===== src/rtl/sha512_pkg.sv =====
// Shared types and constants for the SHA-512 front end.
// Contents: block/half-block types, padder FSM state enum, padding constants.
package sha512_pkg;

  localparam int unsigned SHA512_BLK_W      = 1024;
  localparam int unsigned SHA512_HALF_W     = 512;
  localparam int unsigned SHA512_SLOT_BYTES = 64;
  localparam int unsigned SHA512_LEN_BYTES  = 16;
  localparam logic [7:0]  SHA512_PAD_BYTE   = 8'h80;

  typedef logic [SHA512_BLK_W-1:0]  t_sha_block;
  typedef logic [SHA512_HALF_W-1:0] t_sha_half;

  typedef enum logic [1:0] {
    S_PAD_IDLE,
    S_PAD_LO,
    S_PAD_HI,
    S_PAD_EMIT
  } t_pad_state;

endpackage


===== src/rtl/sha512_slot_fmt.sv =====
// Formats one 64-byte slot of a padded SHA-512 block (combinational).
// Ports:
//   line       : input cache line, message byte i at [8i+7:8i]
//   rem_bytes  : message bytes remaining at this slot, clamped to 64
//   pad_only   : slot carries no message data (no line consumed)
//   pad_mark   : 0x80 terminator not yet emitted; place it at p == rem_bytes
//   final_slot : last slot of the message; low 16 bytes carry bit_len
//   bit_len    : 128-bit message length in bits
//   half_c     : formatted half-block, slot byte p at [511-8p -: 8]
module sha512_slot_fmt
  import sha512_pkg::*;
(
  input  logic [SHA512_HALF_W-1:0]      line,
  input  logic [6:0]                    rem_bytes,
  input  logic                          pad_only,
  input  logic                          pad_mark,
  input  logic                          final_slot,
  input  logic [8*SHA512_LEN_BYTES-1:0] bit_len,
  output logic [SHA512_HALF_W-1:0]      half_c
);

  // Byte-swap message data into big-endian order, zero the tail, mark the end.
  always_comb begin
    half_c = '0;
    for (int p = 0; p < SHA512_SLOT_BYTES; p++) begin
      if (!pad_only && (7'(p) < rem_bytes)) begin
        half_c[SHA512_HALF_W-1-8*p -: 8] = line[8*p +: 8];
      end else if (pad_mark && (7'(p) == rem_bytes)) begin
        half_c[SHA512_HALF_W-1-8*p -: 8] = SHA512_PAD_BYTE;
      end
    end
    // Slot bytes 48..63 land exactly in the low 128 bits, MSB first.
    if (final_slot) begin
      half_c[8*SHA512_LEN_BYTES-1:0] = bit_len;
    end
  end

endmodule


===== src/rtl/sha512_padder.sv =====
// FIPS 180-4 SHA-512 message padder: turns a byte length plus a stream of
// 64-byte cache lines into padded 1024-bit big-endian message blocks.
// Ports:
//   clk, reset          : clock, synchronous active-high reset
//   start, len          : begin a message of len bytes (accepted only when idle)
//   line_valid/ready    : input line handshake, line_data byte i at [8i+7:8i]
//   blk_valid/ready     : output block handshake, blk_data byte j at [1023-8j -: 8]
//   blk_last            : current block is the final one of the message
//   busy, done          : message in progress / one-cycle completion pulse
module sha512_padder
  import sha512_pkg::*;
#(
  parameter int unsigned LEN_W = 32
) (
  input  logic                     clk,
  input  logic                     reset,
  input  logic                     start,
  input  logic [LEN_W-1:0]         len,
  input  logic                     line_valid,
  input  logic [SHA512_HALF_W-1:0] line_data,
  output logic                     line_ready,
  output logic                     blk_valid,
  output logic [SHA512_BLK_W-1:0]  blk_data,
  output logic                     blk_last,
  input  logic                     blk_ready,
  output logic                     busy,
  output logic                     done
);

  localparam int unsigned SLOT_W = LEN_W - 5;
  localparam int unsigned CNT_W  = LEN_W + 1;
  localparam int unsigned BL_W   = 8 * SHA512_LEN_BYTES;

  t_pad_state        state_q, state_n;
  logic [LEN_W-1:0]  len_q, len_n;
  logic [LEN_W-1:0]  rem_q, rem_n;       // message bytes not yet placed
  logic              pad_done_q, pad_done_n;
  logic [SLOT_W-1:0] slot_q, slot_n;
  logic [SLOT_W-1:0] last_slot_q, last_slot_n;
  logic              line_ready_n, blk_valid_n, blk_last_n, busy_n, done_n;
  logic              wr_lo, wr_hi, advance, data_slot, is_final;

  logic [CNT_W-1:0]      nb_c;
  logic [SLOT_W-1:0]     last_slot_c;
  logic [6:0]            rem_bytes_c;
  logic [BL_W-1:0]       bit_len_c;
  logic [SHA512_HALF_W-1:0] half_c;

  // Number of blocks and index of the final 64-byte slot for the incoming length.
  always_comb begin
    nb_c        = ((CNT_W'(len) + CNT_W'(SHA512_LEN_BYTES)) >> 7) + CNT_W'(1);
    last_slot_c = SLOT_W'({nb_c, 1'b0} - (CNT_W+1)'(1));
  end

  assign data_slot   = (rem_q != '0);
  assign is_final    = (slot_q == last_slot_q);
  assign rem_bytes_c = (rem_q >= LEN_W'(SHA512_SLOT_BYTES)) ? 7'(SHA512_SLOT_BYTES) : 7'(rem_q);
  assign bit_len_c   = BL_W'({len_q, 3'b000});

  sha512_slot_fmt u_fmt (
    .line       (line_data),
    .rem_bytes  (rem_bytes_c),
    .pad_only   (!data_slot),
    .pad_mark   (!pad_done_q),
    .final_slot (is_final),
    .bit_len    (bit_len_c),
    .half_c     (half_c)
  );

  // Next-state and next-output logic.
  always_comb begin
    state_n     = state_q;
    len_n       = len_q;
    rem_n       = rem_q;
    pad_done_n  = pad_done_q;
    slot_n      = slot_q;
    last_slot_n = last_slot_q;
    busy_n      = busy;
    done_n      = 1'b0;
    blk_last_n  = blk_last;
    wr_lo       = 1'b0;
    wr_hi       = 1'b0;
    advance     = 1'b0;

    case (state_q)
      S_PAD_IDLE: begin
        if (start) begin
          state_n     = S_PAD_LO;
          len_n       = len;
          rem_n       = len;
          pad_done_n  = 1'b0;
          slot_n      = '0;
          last_slot_n = last_slot_c;
          busy_n      = 1'b1;
          blk_last_n  = 1'b0;
        end
      end
      S_PAD_LO, S_PAD_HI: begin
        // Data slots wait for a line; padding slots complete immediately.
        advance = data_slot ? (line_valid && line_ready) : 1'b1;
        if (advance) begin
          slot_n     = slot_q + SLOT_W'(1);
          rem_n      = (rem_q >= LEN_W'(SHA512_SLOT_BYTES)) ?
                       (rem_q - LEN_W'(SHA512_SLOT_BYTES)) : '0;
          // Terminator lands in this slot whenever fewer than 64 bytes remain.
          pad_done_n = pad_done_q | (rem_q < LEN_W'(SHA512_SLOT_BYTES));
          if (state_q == S_PAD_LO) begin
            wr_lo   = 1'b1;
            state_n = S_PAD_HI;
          end else begin
            wr_hi      = 1'b1;
            blk_last_n = is_final;
            state_n    = S_PAD_EMIT;
          end
        end
      end
      S_PAD_EMIT: begin
        if (blk_ready) begin
          if (blk_last) begin
            state_n = S_PAD_IDLE;
            busy_n  = 1'b0;
            done_n  = 1'b1;
          end else begin
            state_n = S_PAD_LO;
          end
        end
      end
      default: state_n = S_PAD_IDLE;
    endcase

    line_ready_n = ((state_n == S_PAD_LO) || (state_n == S_PAD_HI)) && (rem_n != '0);
    blk_valid_n  = (state_n == S_PAD_EMIT);
  end

  // State and registered outputs.
  always_ff @(posedge clk) begin
    if (reset) begin
      state_q     <= S_PAD_IDLE;
      len_q       <= '0;
      rem_q       <= '0;
      pad_done_q  <= 1'b0;
      slot_q      <= '0;
      last_slot_q <= '0;
      line_ready  <= 1'b0;
      blk_valid   <= 1'b0;
      blk_last    <= 1'b0;
      busy        <= 1'b0;
      done        <= 1'b0;
    end else begin
      state_q     <= state_n;
      len_q       <= len_n;
      rem_q       <= rem_n;
      pad_done_q  <= pad_done_n;
      slot_q      <= slot_n;
      last_slot_q <= last_slot_n;
      line_ready  <= line_ready_n;
      blk_valid   <= blk_valid_n;
      blk_last    <= blk_last_n;
      busy        <= busy_n;
      done        <= done_n;
    end
  end

  // Block assembly register; contents are don't-care out of reset.
  always_ff @(posedge clk) begin
    if (!reset && wr_lo) blk_data[SHA512_BLK_W-1:SHA512_HALF_W] <= half_c;
    if (!reset && wr_hi) blk_data[SHA512_HALF_W-1:0]            <= half_c;
  end

endmodule


===== config.mk =====
export PLATFORM = sky130hd
export DESIGN_NAME = sha512_padder
export DESIGN_NICKNAME = d
export VERILOG_FILES = /design/src/rtl/sha512_pkg.sv /design/src/rtl/sha512_slot_fmt.sv /design/src/rtl/sha512_padder.sv
export SDC_FILE = /design/constraint.sdc
export NUM_CORES = 1
export LEC_CHECK = 0
export ABC_AREA = 1
export CORE_AREA = 5 5 611 613
export DETAILED_ROUTE_END_ITERATION = 8
export DIE_AREA = 0 0 616 618
export GPL_TIMING_DRIVEN = 1
export PLACE_DENSITY_LB_ADDON = 0.05
export REMOVE_ABC_BUFFERS = 1
export SYNTH_ARGS = -nofsm -noshare
export SYNTH_HDL_FRONTEND = slang
export SYNTH_HIERARCHICAL = 1
export SYNTH_SLANG_ARGS = --single-unit

===== constraint.sdc =====
create_clock -name clk -period 96.5 [get_ports clk]
set_input_delay 19.3 -clock clk [delete_from_list [all_inputs] [get_ports clk]]
set_output_delay 19.3 -clock clk [all_outputs]
set_load 0.1 [all_outputs]

# Yosys cells after proc, flatten, opt, wreduce, memory -nomap -nowiden
# Cells that the tools add are included.
# totals
reg_bits	1150
latch_bits	0
ramBits	0
mem_bits_ro	0
inputBits	549
out_inout_bits	1029
elab_cells	470
n_memories	0
# op_classes
addsub	5
multipliers	0
n_div	0
order_cmp	66
eq_ne	75
shift	0
muxes	161
n_bitwise	3
n_reduce_logical	147
# op_table
cell	count
$mux W8	128
$eq A6 B7 Y1 const A	32
$lt A6 B7 Y1 const A	32
$logic_and A1 B1 Y1	132
$mux W128	1
$eq A5 B7 Y1 const A	16
$lt A5 B7 Y1 const A	16
$mux W32	3
$pmux W32 S2	1
$reduce_bool A32 Y1	2
$eq A4 B7 Y1 const A	8
$lt A4 B7 Y1 const A	8
$mux W27	2
$pmux W27 S2	1
$add A32 B5 Y33 const B	1
$ge A32 B7 Y1 const B	1
$lt A32 B7 Y1 const B	1
$sub A32 B7 Y32 const B	1
$eq A3 B7 Y1 const A	4
$lt A3 B7 Y1 const A	4
$add A27 B1 Y27 const B	1
$eq A27 B27 Y1	1
$sub A27 B1 Y27 const B	1
$add A26 B1 Y26 const B	1
other kinds (24)	59

# Longest topological paths before layout
# depth
ltp_word	7
depth_mapped	22
depth_no_buf	22

# Modules after synthesis
# The synthesis kept the hierarchy.
# by_module_without_submodules
module	n_inst	cells_each	area_each_um2	seq_area_each_um2
sha512_padder	1	2566	40007.1	33271.9
sha512_slot_fmt	1	1469	6010.8	0.0

# Worst setup path before layout
# OpenSTA, ideal clock, no wires.
# synth_timing
path_kind	in2reg
from	input line_valid
to	register blk_data[1000], enable pin
setup_ps	2015
arrival_time_ps	54423
required_ps	94485
setup_slack_ps	40062
cell_stages	6
n_path_buf	2
cell_sequence	nand2_1 > nand2_2 > buf_2 > clkbuf_1 > nand2_1 > nor3_1
# synth_between
elab_chain_len	5
# synth_lines
item	line_no	text
start: declaration	sha512_padder.sv:19	input logic line_valid,
$logic_and A1 B1 Y1	sha512_padder.sv:100	advance = data_slot ? (line_valid && line_ready) : 1'b1;
$mux W1	sha512_padder.sv:100	
$mux W1	sha512_padder.sv:101	if (advance) begin
$mux W1	sha512_padder.sv:85	case (state_q)
$logic_and A1 B1 Y1	sha512_padder.sv:166	if (!reset && wr_lo) blk_data[SHA512_BLK_W-1:SHA512_HALF_W] <= half_c;
end signal: indexed assignment	sha512_padder.sv:166	
end signal: indexed assignment	sha512_padder.sv:167	if (!reset && wr_hi) blk_data[SHA512_HALF_W-1:0] <= half_c;
end: declaration	sha512_padder.sv:23	output logic [SHA512_BLK_W-1:0] blk_data,
# No other way between the ends.
# A chain may end at the register's enable or synchronous reset.

# Worst setup path after layout
# layout_timing
from	input line_valid
to	register blk_data[690], enable pin
# Same word-level chain as after synthesis.

==> impl_table.tex <==
\begin{tabular}{lr}
\hline
Metric & Value \\
\hline
\multicolumn{2}{l}{\textbf{Worst setup path}} \\
\quad R2R cell count & 14 \\
\quad Kind of end point of the critical path & flop \\
\quad Crit path arrival time & 25.63 ns \\
\quad CP Buf/Inv Count & 7 \\
\quad Path length in cells of the critical path & 11 \\
\quad Delay of the slowest critical-path stage & about 0.91 ns \\
\quad Critical path required time & 96.96 ns \\
\quad CP max-delay cell & sky130\_fd\_sc\_hd\_\_buf\_4 \\
\quad Delay-heaviest family, CP & buffers and inverters \\
\quad Critical setup path kind & input port to flop \\
\quad Worst-path cell chain & clkdlybuf4s50\_1, nand2\_1, nand2\_2, buf\_4, nand2\_1, nor3\_2, buf\_4, buf\_4, buf\_4, buf\_4, buf\_4 \\
\quad Worst path most repeated cell & sky130\_fd\_sc\_hd\_\_buf\_4 \\
\quad Category of the worst setup path launch point & input port \\
\quad Worst Path Max Fanout & 63 \\
\multicolumn{2}{l}{\textbf{Floorplan}} \\
\quad Std cell rows & 223 \\
\quad Area of the die & about 0.38 mm\^{}2 \\
\quad Die Y-Extent & roughly 620 um \\
\quad Starting Density & 0.125 \\
\quad Core area & 0.367 mm\^{}2 \\
\quad Boundary Pins & 1578 \\
\quad Die Wd & 616 um \\
\multicolumn{2}{l}{\textbf{Final layout}} \\
\quad Final Util & 0.199 \\
\quad Most frequent cells in the layout & sky130\_fd\_sc\_hd\_\_clkdlybuf4s50\_1 (1429), sky130\_fd\_sc\_hd\_\_edfxtp\_1 (1024), sky130\_fd\_sc\_hd\_\_nand2\_1 (787), sky130\_fd\_sc\_hd\_\_nor2\_1 (608), sky130\_fd\_sc\_hd\_\_inv\_1 (561) \\
\quad Final non-filler cell area & 0.0733 mm\^{}2 \\
\quad Most common cell after layout, fill and taps aside & sky130\_fd\_sc\_hd\_\_clkdlybuf4s50\_1 \\
\quad Post-layout nets & 6407 \\
\quad Layout cells sized above 1 & 0.0969 \\
\quad Area growth from synthesis to layout & 59.2\% \\
\multicolumn{2}{l}{\textbf{Clock tree}} \\
\quad TritonCTS clock tree & yes \\
\quad TritonCTS sink count & roughly 1200 \\
\quad Root Buffer & sky130\_fd\_sc\_hd\_\_clkbuf\_16 \\
\quad Buffer count from post-CTS setup fixing & 0 \\
\quad Number of hold buffers added after CTS & 0 \\
\quad H-tree Lvls & 4 \\
\quad Number of CTS-inserted buffers & 164 \\
\quad Longest Clk Path Bufs & 4 \\
\quad Clock input transition at the sequential cells of the worst setup and hold paths & $\sim$0.06 ns \\
\quad Post-CTS sizing & 0 \\
\quad Latest clock arrival within the worst-skew pair & 0.86 ns \\
\multicolumn{2}{l}{\textbf{STA}} \\
\quad Least-Margin Pin Slew & about 1.3 ns \\
\quad Worst Hold Slack & 0.465 ns \\
\quad \# setup viols final & 0 \\
\quad Fraction of the cycle the final worst path needs & 0.261 \\
\quad Period minus WS final & between 20 and 30 ns \\
\quad Hold violation count in the final report & 0 \\
\quad Upper clock frequency limit & 39.7 MHz \\
\quad RSZ-0062 raised after global routing & false \\
\quad Final Max Slew Viols & 0 \\
\quad Total Neg Setup Slack & 0 ns \\
\quad Largest clock skew in the final design & 0.0634 ns \\
\quad Final setup slack of the worst path & 71.33 ns \\
\quad Remaining max-slew budget at the tightest pin & 0.148 \\
\multicolumn{2}{l}{\textbf{Yosys}} \\
\quad Fraction of post-synthesis cell area in the top cell type by area & 0.668 \\
\quad Top post-synthesis cells by area & sky130\_fd\_sc\_hd\_\_edfxtp\_1 (67\%), sky130\_fd\_sc\_hd\_\_nand2\_1 (6.4\%), sky130\_fd\_sc\_hd\_\_dfxtp\_1 (5.5\%) \\
\quad Predominant post-synthesis flop cell & sky130\_fd\_sc\_hd\_\_edfxtp\_1 \\
\quad Synth Area per Inst & 11.4 um\^{}2 \\
\quad Post-Syn Area & 0.0460 mm\^{}2 \\
\quad Yosys Warn Count & 6 \\
\quad Gate count of the mapped netlist & approximately 4000 \\
\quad Count of flip-flops with a built-in enable after synthesis & 1024 \\
\quad Synth area leader & sky130\_fd\_sc\_hd\_\_edfxtp\_1 \\
\quad Distinct cell type count of the synthesized netlist & 53 \\
\quad Number of synthesized register bits & $\sim$1200 \\
\quad Async S/R FF share, synth & 0 \\
\quad Seq/Total Area, Yosys & 0.723 \\
\multicolumn{2}{l}{\textbf{Power and ir drop}} \\
\quad Comb pwr share & 0.127 \\
\quad Leakage Power & 27.2 nW \\
\quad Maximum VDD drop & 11.6 uV \\
\quad Sequential power share & 0.420 \\
\quad Cell-internal power & 0.962 mW \\
\quad Power density relative to cell area & 18.4 mW/mm\^{}2 \\
\quad Switching part of the total power & 0.285 \\
\quad Clock network power share & 0.453 \\
\quad Net load switching power & 0.383 mW \\
\multicolumn{2}{l}{\textbf{Drt}} \\
\quad Post-DR vias/cell & 3.49 \\
\quad Routed Wire Length & roughly 350 mm \\
\quad Drt wl/cell & 32.0 um \\
\quad Initial drt markers & 2365 \\
\quad Vias post-DR & 37851 \\
\quad Antenna violation net count after detailed routing & 0 \\
\quad DRC violation count after routing & 0 \\
\quad Number of optimization iterations in the first detailed-route pass & 5 \\
\multicolumn{2}{l}{\textbf{Place}} \\
\quad Global placer's final weighted congestion & 0.825 \\
\quad Area after detailed placement & 0.0680 mm\^{}2 \\
\quad Post-Place Setup Slack & 69.96 ns \\
\quad HPWL after detailed placement & 289 mm \\
\quad Buffers on Ports & 1577 \\
\multicolumn{2}{l}{\textbf{Run status}} \\
\quad Outcome & finished, final reports clean \\
\multicolumn{2}{l}{\textbf{Global routing}} \\
\quad Grt ovf & 0 \\
\quad Maximum number of pins on one net before global-route repair & 77 \\
\quad First-pass GRT wire length & 434 mm \\
\quad Number of global-route vias before repair & 37623 \\
\quad Antenna violations before repair & 199 \\
\quad Total routing resource utilization after global routing & 0.174 \\
\multicolumn{2}{l}{\textbf{Hold path}} \\
\quad Type of the worst min-delay path & flop to flop \\
\quad Hold path depth & 2 \\
\multicolumn{2}{l}{\textbf{Flow run}} \\
\quad Max-cap violation count & 0 \\
\hline
\end{tabular}
kinds of logic after synthesis:
group	count (synthesis)	synth area share
adder cells (fa/ha/maj)	9	0.00245
AO/OA/AOI/OAI	381	0.0459
flip-flops	1150	0.723
XOR/XNOR	56	0.0107
AND/OR/NAND/NOR	1762	0.162
buffers and inverters	676	0.0556
other	1	0.0000815
area by class of cell:
class	count	area, um^2
timing repair buffer	1644	15900
tap	4837	6050
inverter	585	2200
clock buffer	209	4360
multi-input combinational	2304	10600
fill	40186	294000
antenna	21	52.6
clock inverter	82	863
sequential	1150	33300
power by group through the flow:
stage	registers [mW]	logic, mW	clock network [mW]
global placement	0.575	0.177	0
floorplan	0.614	0.0539	0
finish	0.565	0.171	0.609
CTS	0.565	0.177	0.639
global route	0.565	0.185	0.655
detailed placement	0.575	0.176	0
metal layers:
| metal | part of all wire | GRT usage | vias to the layer above |
|---|---|---|---|
| li1 | - | - | 17070 |
| met1 | 0.39 | 0.201 | 18794 |
| met2 | 0.54 | 0.333 | 1430 |
| met3 | 0.052 | 0.0351 | 537 |
| met4 | 0.020 | 0.0294 | 20 |
| met5 | 0.00038 | 0 | - |
final timing paths:
kind         startpoint            end  slack, ns
max          line_valid  blk_data[690]      71.33
min           len_q[28]      len_q[28]       0.46
max reg2reg    rem_q[6]  blk_data[690]      88.78
min reg2reg   len_q[28]      len_q[28]       0.46
worst min-delay path: cells and delay by family, from the launching register on:
family	cells	cell delay, ns
flops	1	0.31
compound gates	1	0.05
simple gates	1	0.06
Yosys cell counts, types with 2 or more instances:
library cell,instances
sky130_fd_sc_hd__a211oi_1,2
sky130_fd_sc_hd__a21boi_0,2
sky130_fd_sc_hd__a21oi_1,112
sky130_fd_sc_hd__a21oi_2,3
sky130_fd_sc_hd__a31oi_1,5
sky130_fd_sc_hd__and2_1,2
sky130_fd_sc_hd__buf_1,3
sky130_fd_sc_hd__buf_2,12
sky130_fd_sc_hd__buf_4,2
sky130_fd_sc_hd__clkbuf_1,74
sky130_fd_sc_hd__dfxtp_1,126
sky130_fd_sc_hd__edfxtp_1,1024
sky130_fd_sc_hd__ha_1,9
sky130_fd_sc_hd__inv_1,563
sky130_fd_sc_hd__inv_2,21
sky130_fd_sc_hd__nand2_1,789
sky130_fd_sc_hd__nand2_2,24
sky130_fd_sc_hd__nand2_4,9
sky130_fd_sc_hd__nand3_1,195
sky130_fd_sc_hd__nand3_2,2
sky130_fd_sc_hd__nand3_4,2
sky130_fd_sc_hd__nand3b_1,3
sky130_fd_sc_hd__nand4_1,32
sky130_fd_sc_hd__nor2_1,613
sky130_fd_sc_hd__nor2_2,20
sky130_fd_sc_hd__nor2_4,14
sky130_fd_sc_hd__nor2_8,3
sky130_fd_sc_hd__nor3_1,26
sky130_fd_sc_hd__nor3_2,2
sky130_fd_sc_hd__nor4_1,12
sky130_fd_sc_hd__nor4b_1,2
sky130_fd_sc_hd__o211ai_1,10
sky130_fd_sc_hd__o21ai_0,168
sky130_fd_sc_hd__o21ai_1,25
sky130_fd_sc_hd__o21ai_2,21
sky130_fd_sc_hd__o21bai_1,5
sky130_fd_sc_hd__o221ai_1,3
sky130_fd_sc_hd__o22ai_1,18
sky130_fd_sc_hd__o31ai_1,2
sky130_fd_sc_hd__or2_2,8
sky130_fd_sc_hd__xnor2_1,14
sky130_fd_sc_hd__xor2_1,42
sequential cells by signal (all words and copies together) (netlist names):
name and count:
done 1, blk_valid 1, blk_last 1, busy 1
last_slot_q 27, blk_data 1024, len_q 32, pad_done_q 1
state_q 2, slot_q 27, rem_q 32, line_ready 1
metrics by stage:
| step | power (mW) | instances |
|---|---|---|
| 6_report | 1.35 | 10832 |
| 5_1_grt | 1.41 | 10815 |
| 4_1_cts | 1.38 | 10811 |
| 3_5_place_dp | 0.752 | 10520 |
| 3_3_place_gp | 0.752 | 10520 |
| 2_1_floorplan | 0.668 | 4039 |
(Power assumes the default switching activity.)
